===== src/rtl/dct_butterfly_mac.sv =====
// Mirrored-pair butterfly feeding a serial dot product on one shared multiplier,
// followed by truncate-toward-zero scaling, saturation and valid/ready handshakes.
module dct_butterfly_mac #(
  parameter int DW    = 24,
  parameter int NP    = 4,
  parameter int CW    = 16,
  parameter int SHIFT = 8
) (
  input  logic               clk,
  input  logic               rst_n,
  input  logic               in_valid,
  output logic               in_ready,
  input  logic               mode,
  input  logic [2*NP*DW-1:0] x,
  input  logic [NP*CW-1:0]   coef,
  output logic               out_valid,
  input  logic               out_ready,
  output logic [DW-1:0]      y,
  output logic               sat
);

  localparam int AW = DW + 1 + CW + $clog2(NP);
  localparam int PW = DW + 1 + CW;
  localparam int KW = (NP > 1) ? $clog2(NP) : 1;
  localparam int IW = $clog2(2 * NP);
  localparam logic signed [AW-1:0] Y_MAX = {{(AW-DW+1){1'b0}}, {(DW-1){1'b1}}};
  localparam logic signed [AW-1:0] Y_MIN = {{(AW-DW+1){1'b1}}, {(DW-1){1'b0}}};

  typedef enum logic [1:0] {
    S_IDLE  = 2'd0,
    S_ACC   = 2'd1,
    S_SCALE = 2'd2,
    S_OUT   = 2'd3
  } state_t;

  state_t               r_state;
  logic [2*NP*DW-1:0]   r_x;
  logic [NP*CW-1:0]     r_coef;
  logic                 r_mode;
  logic signed [AW-1:0] r_acc;
  logic [KW-1:0]        r_k;
  logic                 r_in_ready;
  logic                 r_out_valid;
  logic [DW-1:0]        r_y;
  logic                 r_sat;

  logic signed [DW-1:0] w_xv [2*NP];
  logic signed [CW-1:0] w_cv [NP];
  logic [IW-1:0]        w_lo_idx;
  logic [IW-1:0]        w_hi_idx;
  logic signed [DW-1:0] w_xa;
  logic signed [DW-1:0] w_xb;
  logic signed [DW:0]   w_pair;
  logic signed [PW-1:0] w_prod;
  logic signed [AW-1:0] w_prod_ext;
  logic                 w_neg;
  logic signed [AW-1:0] w_mag;
  logic signed [AW-1:0] w_shr;
  logic signed [AW-1:0] w_r;
  logic [DW-1:0]        w_y_next;
  logic                 w_sat_next;

  for (genvar g = 0; g < 2*NP; g++) begin : g_xv
    assign w_xv[g] = r_x[g*DW +: DW];
  end
  for (genvar g = 0; g < NP; g++) begin : g_cv
    assign w_cv[g] = r_coef[g*CW +: CW];
  end

  // Pair k with its mirror 2NP-1-k; the extra bit keeps sum/difference exact.
  assign w_lo_idx   = IW'(r_k);
  assign w_hi_idx   = IW'(2*NP-1) - IW'(r_k);
  assign w_xa       = w_xv[w_lo_idx];
  assign w_xb       = w_xv[w_hi_idx];
  assign w_pair     = r_mode ? ($signed({w_xa[DW-1], w_xa}) + $signed({w_xb[DW-1], w_xb}))
                             : ($signed({w_xa[DW-1], w_xa}) - $signed({w_xb[DW-1], w_xb}));
  assign w_prod     = w_pair * w_cv[r_k];
  assign w_prod_ext = AW'(w_prod);

  // Shift the magnitude so negative results round toward zero like the old divider.
  assign w_neg = r_acc[AW-1];
  assign w_mag = w_neg ? -r_acc : r_acc;
  assign w_shr = w_mag >>> SHIFT;
  assign w_r   = w_neg ? -w_shr : w_shr;

  // Clip the scaled value into the DW-bit output range and flag it.
  always_comb begin
    w_y_next   = w_r[DW-1:0];
    w_sat_next = 1'b0;
    if (w_r > Y_MAX) begin
      w_y_next   = {1'b0, {(DW-1){1'b1}}};
      w_sat_next = 1'b1;
    end else if (w_r < Y_MIN) begin
      w_y_next   = {1'b1, {(DW-1){1'b0}}};
      w_sat_next = 1'b1;
    end else begin
      w_y_next   = w_r[DW-1:0];
      w_sat_next = 1'b0;
    end
  end

  // Control FSM with operand capture, accumulation and registered handshake outputs.
  always_ff @(posedge clk or negedge rst_n) begin
    if (!rst_n) begin
      r_state     <= S_IDLE;
      r_x         <= '0;
      r_coef      <= '0;
      r_mode      <= 1'b0;
      r_acc       <= '0;
      r_k         <= '0;
      r_in_ready  <= 1'b0;
      r_out_valid <= 1'b0;
      r_y         <= '0;
      r_sat       <= 1'b0;
    end else begin
      case (r_state)
        S_IDLE: begin
          if (in_valid && r_in_ready) begin
            r_x        <= x;
            r_coef     <= coef;
            r_mode     <= mode;
            r_acc      <= '0;
            r_k        <= '0;
            r_in_ready <= 1'b0;
            r_state    <= S_ACC;
          end else begin
            r_in_ready <= 1'b1;
          end
        end
        S_ACC: begin
          r_acc <= r_acc + w_prod_ext;
          if (r_k == KW'(NP-1)) begin
            r_state <= S_SCALE;
          end else begin
            r_k <= r_k + KW'(1);
          end
        end
        S_SCALE: begin
          r_y         <= w_y_next;
          r_sat       <= w_sat_next;
          r_out_valid <= 1'b1;
          r_state     <= S_OUT;
        end
        S_OUT: begin
          if (out_ready) begin
            r_out_valid <= 1'b0;
            r_in_ready  <= 1'b1;
            r_state     <= S_IDLE;
          end else begin
            r_out_valid <= 1'b1;
          end
        end
        default: begin
          r_state     <= S_IDLE;
          r_in_ready  <= 1'b0;
          r_out_valid <= 1'b0;
        end
      endcase
    end
  end

  assign in_ready  = r_in_ready;
  assign out_valid = r_out_valid;
  assign y         = r_y;
  assign sat       = r_sat;

endmodule

===== config.mk =====
export PLATFORM = sky130hd
export DESIGN_NAME = dct_butterfly_mac
export DESIGN_NICKNAME = d
export VERILOG_FILES = /design/src/rtl/dct_butterfly_mac.sv
export SDC_FILE = /design/constraint.sdc
export NUM_CORES = 2
export LEC_CHECK = 0
export ABC_AREA = 1
export BUFFER_PORTS_ARGS = -buffer_cell sky130_fd_sc_hd__buf_2
export CORE_MARGIN = 5
export CORE_UTILIZATION = 52
export CTS_CLUSTER_DIAMETER = 50
export DETAILED_ROUTE_END_ITERATION = 12
export PLACE_DENSITY = 0.71
export SLEW_MARGIN = 25
export SYNTH_ARGS = -nofsm -noshare
export SYNTH_HDL_FRONTEND = slang
export SYNTH_SLANG_ARGS = --single-unit

===== constraint.sdc =====
create_clock -name clk -period 9.3 [get_ports clk]
set_input_delay 1.86 -clock clk [delete_from_list [all_inputs] [get_ports clk]]
set_output_delay 1.86 -clock clk [all_outputs]
set_load 0.02 [all_outputs]

== Yosys cells after proc, flatten, opt, wreduce, memory -nomap -nowiden ==
Index checks and enable logic that the tools add are counted.
Cells by class
  add/sub/neg operators: 7
  reduce and logical (&&, ||, !) cells: 10
  bitwise gates (word level): 3
  mux-type cells: 30
  order comparisons: 5
  $mul: 1
  equal/unequal tests: 8
Operators with widths (count)
  24-bit binary-select mux with 3-bit select: 2
  24-bit 2-to-1 mux: 6
  43-bit 2-to-1 mux: 3
  43-bit one-hot mux with 2 select lines: 1
  43-bit by 41-bit adder with 43-bit output: 1
  43-bit by 24-bit > comparator with 1-bit output (second input constant): 1
  43-bit by 24-bit < comparator with 1-bit output (second input constant): 1
  35-bit negator with 43-bit output: 1
  43-bit negator: 1
  25-bit by 16-bit multiplier with 41-bit output: 1
  16-bit binary-select mux with 2-bit select: 1
  16-bit 2-to-1 mux: 2
  24-bit by 24-bit adder with 25-bit output: 1
  25-bit 2-to-1 mux: 1
  24-bit by 24-bit subtractor with 25-bit output: 1
  2-bit 2-to-1 mux: 5
  4-bit >= comparator (second input constant): 2
  2-bit != test (second input constant): 4
  2-bit one-hot mux with 4 select lines: 1
  2-bit equality test (second input constant): 3
  2-bit AND reduction: 3
  3-bit AND reduction: 2
  2-bit nonzero test: 3
  1-bit 2-to-1 mux: 5
  11 further kinds: 12
Word-level totals
  word-level logic and storage cells: 74
  bits of input ports: 261
  register bits after elaboration: 331

== Depth between registers and ports, before layout ==
  word-level depth: 10
  gate-level depth with buffers: 57

== Least setup slack after synthesis ==
Ideal clock, no wire load.
  path kind: register to register
  start point: register r_k[0]
  end point: register r_acc[40]
  stages on the path, launching flop included: 50
  setup time: 130 ps
  slack: -23 ps
  arrival time: 9193 ps
  data required time: 9170 ps
  path through: dfrtp_1 -> buf_2 -> inv_2 -> buf_2 -> clkbuf_1 -> clkbuf_1 -> buf_1 -> clkbuf_1 -> clkbuf_1 -> nor2_1 -> o22ai_1 -> ha_1 -> a21oi_1 -> nand2_1 -> nand2_1 -> nand2_1 -> a21oi_1 -> o21ai_1 -> (+14 left out) -> inv_1 -> fa_1 -> fa_1 -> inv_1 -> fa_1 -> inv_1 -> ha_1 -> nand2_1 -> nor2_1 -> inv_1 -> nor4_1 -> o21ai_0 -> o2111ai_1 -> nand4_1 -> o211ai_1 -> a21oi_1 -> o21ai_0 -> o21ai_0
Between the ends
  longest elaborated chain between the ends: 10
  elaborated cells on any way between the ends: 19
  those cells by class: add/sub: 4; mul: 1; mux: 11; bitwise: 3
Ends and longest elaborated chain
  start: declaration: line 41  | logic [KW-1:0] r_k;
  start signal: assignment: line 135  | r_k <= r_k + KW'(1);
  3-bit by 2-bit subtractor with 3-bit output: line 72  | assign w_hi_idx = IW'(2*NP-1) - IW'(r_k);
  3-bit inverter with 4-bit output (not written as such): line 74  | assign w_xb = w_xv[w_hi_idx];
  24-bit binary-select mux with 3-bit select: line 74
  24-bit 2-to-1 mux (not written as such) (2 in series): line 74
  24-bit by 24-bit subtractor with 25-bit output / 24-bit by 24-bit adder with 25-bit output (equally long branches): line 76, 75
  25-bit 2-to-1 mux: line 75  | assign w_pair = r_mode ? ($signed({w_xa[DW-1], w_xa}) + $signed({w_xb[DW-1], w_xb}))
  25-bit by 16-bit multiplier with 41-bit output (*): line 77  | assign w_prod = w_pair * w_cv[r_k];
  43-bit by 41-bit adder with 43-bit output (*): line 131  | r_acc <= r_acc + w_prod_ext;
  43-bit one-hot mux with 2 select lines (*): line 116  | case (r_state)
  end signal: assignment: line 131
  end: declaration: line 40  | logic signed [AW-1:0] r_acc;
Mark *: on every way between the ends. The rest lies on a longest branch, timed or not. The select of a mux whose other input is x is not followed.
A chain may end at the register's enable or synchronous reset.

== Worst setup path in the final report ==
Ends and elaborated chain as after synthesis.

==> out/qor.yml <==
sta:
  grt_setup_unrepaired: "true"
  setup_violations: 0
  hold_viol_final: 0
  final-max-slew-violation-count: 0
  final.min_clock_period_ns: 9.19
  finalWorstSetupSlack_ns: 0.110
  part_of_the_cycle_the_worst_path_needs_pct: 98.8
  max_clk_rate_mhz: 109
  setup-tns-final_ns: 0
  slew_of_the_pin_with_the_lowest_slew_margin_ns: 1.09
  fin_skew_ns: 0.0338
  relative_slew_margins_pct: 27.0
cts:
  clk_transition_reported_paths_ns: 0.06
  clock_tree.root_cell: "clkbuf_16"
  cts_buffers: 43
  cts-root-to-sink-buffers: 3
  post_cts_hold_buffer_count: 0
  tritoncts_num_sinks: 331
  clock_tree_from_tritoncts: "built"
  htreeDepth: 2
  insertion_delay_ns: 0.61
critical_path:
  critical-path-max-stage-delay_ns: 0.58
  worst_setup_start_kind: "register"
  reg2reg_depth: 48
  rr_endpoint: "r_acc[40]"
  worst_ep_required_time_ns: 9.76
  startpoint_to_endpoint_class_of_the_critical_path: "reg -> reg"
  critPathMaxFanout: 8
  crit_path_top_delay_cell: "dfrtp_4"
  end_point_of_the_critical_path: "r_acc[40]"
  end_kind: "register"
  ff2ff_setup_slack_ns: 0.11
  worst_ep_arrival_time_ns: 9.65
  critPathLaunch: "r_k[0]"
  timing.rr.start: "r_k[0]"
place:
  gpl.final_weighted_congestion: 0.962
  hpwlAfterDp_mm: 80.8
  postPlaceCellArea_mm2: 0.0394
  pre_cts_slack_ns: -0.209
  port-buffer-count: 287
synthesis:
  syn-mean-instance-area_um2: 8.51
  synth_area_mm2: 0.0349
  synth_seq_cells: 331
  syn_inst: 4105
  synth-seq-area-share_pct: 23.7
  synth.lib_cells_used.distinct: 59
  mappedNetlistNets: 4961
  yosys_warnings: 0
cells_and_area:
  multiInputGateArea_mm2: 0.0242
  layout-area-overhead-vs-synth_pct: 22.2
  layout.cells.most_common_list: "inv_1, nand2_1, nor2_1"
  final_design_area_no_fill_mm2: 0.0427
  number_of_fillers_in_the_final_layout: 5514
  layout.area.seq_mm2: 0.00829
  final_nets: 5531
  postLayoutCoreUtil_pct: 63.8
  drive_above_1_share_pct: 29.7
  layout.cells.most_common: "inv_1"
detailed_routing:
  post-route-drc-count: 0
  drt-initial-drc-count: 2564
  firstDrtPassIters: 6
  routed_len_inst_um: 18.1
  viasPerCell: 5.34
  route.antenna.remaining_nets: 0
  drt_total_wl_mm: 101
  dr_total_vias: 29900
die:
  die-area_mm2: 0.0724
  fp.dieW_um: 269
  initial_utilization_pct: 52.2
  core_region_area_mm2: 0.0669
  io_pins: 288
  rows: 95
  die_h_um: 269
global_routing:
  groute.usage.overall_pct: 27.4
  number_of_antenna_violations_at_the_first_check_in_global_routing: 11
  grt_start_max_net_pins: 159
  grt_pass1_wl_mm: 160
  grt_pass1_vias: 30700
  globalRouteOverflowTotal: 0
run:
  drv_cap: 0
status:
  status: "complete, no violations"
min_path:
  hold_path_class: "reg -> reg"
-- area by class of cell --
cell class              count  area share (%)
well taps                 873            2.56
repair buffers            662            10.4
clock buffers              52            2.69
clock inverters            28            1.05
inverters                 800            7.10
multi-input cells        2836            56.7
flip-flops and latches    331            19.4
repair inverters            1          0.0205
diodes                      4          0.0235
-- per-layer routing --
layer / up-vias / GRT usage, % / wire, µm / part of all wire [%]
li1: 13800 / - / - / -
met1: 14700 / 35.5 / 40300 / 40
met2: 1057 / 45.3 / 48000 / 47
met3: 282 / 5.62 / 7870 / 7.8
met4: 14 / 11.4 / 5080 / 5.0
met5: - / 0 / 75 / 0.074
-- through the flow --
stage	std cells	hold WS [ns]
after CTS	5534	0.501
after global routing	5587	0.506
after global placement	5453	0.470
after detailed placement	5453	0.486
final	5587	0.490
after floorplan	4105	0.471
-- cells by family after synthesis --
logic type               Yosys count  share of synthesized area (%)
AND/OR/NAND/NOR                 1470                           17.8
buffers and inverters            938                           10.3
adder cells (fa/ha/maj)          595                           30.7
AO/OA/AOI/OAI                    446                           7.59
flip-flops                       331                           23.7
multiplexers                     248                           8.00
XOR/XNOR                          77                           1.95
-- registers in the layout, indices dropped and copies added (netlist names) --
name	cells
y	24
r_mode	1
r_k	2
r_acc	43
r_coef	64
r_x	192
sat	1
out_valid	1
in_ready	1
r_state	2
-- cell usage after synthesis, drive strengths merged --
| cell type | instances | area, µm² |
|---|---|---|
| a31oi | 6 | 37.5 |
| a221oi | 2 | 17.5 |
| o21bai | 4 | 30.0 |
| a21o | 13 | 97.6 |
| a21boi | 1 | 7.51 |
| and3 | 1 | 6.26 |
| o21a | 7 | 52.6 |
| dfrtp | 331 | 8280 |
| o211ai | 4 | 30.0 |
| a32oi | 10 | 95.1 |
| o221ai | 2 | 17.5 |
| o22ai | 34 | 213 |
| a22o | 1 | 8.76 |
| nand2 | 761 | 2990 |
| nand3b | 8 | 60.1 |
| nor3 | 10 | 60.1 |
| nor4 | 5 | 31.3 |
| o2111ai | 2 | 17.5 |
| a211oi | 3 | 22.5 |
| xor2 | 43 | 384 |
| o221a | 1 | 11.3 |
| xnor2 | 34 | 298 |
| clkinv | 10 | 37.5 |
| and2 | 3 | 21.3 |
| o22a | 4 | 35.0 |
| o31ai | 2 | 15.0 |
| inv | 790 | 2970 |
| o21ai | 168 | 856 |
| nand3 | 123 | 658 |
| clkbuf | 106 | 398 |
| or2 | 30 | 188 |
| nor2 | 509 | 2070 |
| mux2 | 248 | 2790 |
| nand4 | 20 | 125 |
| fa | 435 | 8710 |
| buf | 32 | 190 |
| a32o | 18 | 180 |
| a21oi | 164 | 907 |
| ha | 160 | 2000 |
-- how the worst min path moves through the flow --
| stage | start | end | slack, ns | cells past startpoint |
|---|---|---|---|---|
| 2_1_floorplan | r_coef[0] | r_coef[0] | 0.47 | 1 |
| 3_3_place_gp | y[23] | y[23] | 0.47 | 2 |
| 3_5_place_dp | r_coef[50] | r_coef[50] | 0.49 | 1 |
| 4_1_cts | r_coef[50] | r_coef[50] | 0.50 | 1 |
| 5_1_grt | r_coef[18] | r_coef[18] | 0.51 | 1 |
| 6_report | out_valid | out_valid | 0.49 | 2 |
-- repair_timing --
item	in CTS	in global routing
pin swaps	1	136
setup buffers	1	46
gates cloned	0	3
resized for setup	16	335
setup endpoints to repair	13	27
-- worst max-delay path, delay by kind of cell, from the launching register on --
family | cells | cell delay [ns]
compound gates | 11 | 1.58
xor+xnor | 1 | 0.11
fa+ha+maj | 8 | 3.56
buf+inv | 12 | 1.27
flops | 1 | 0.58
simple gates | 16 | 1.95
Power is not shown: default switching activity piles up to over one toggle a cycle in this logic, so the estimate is an artifact.
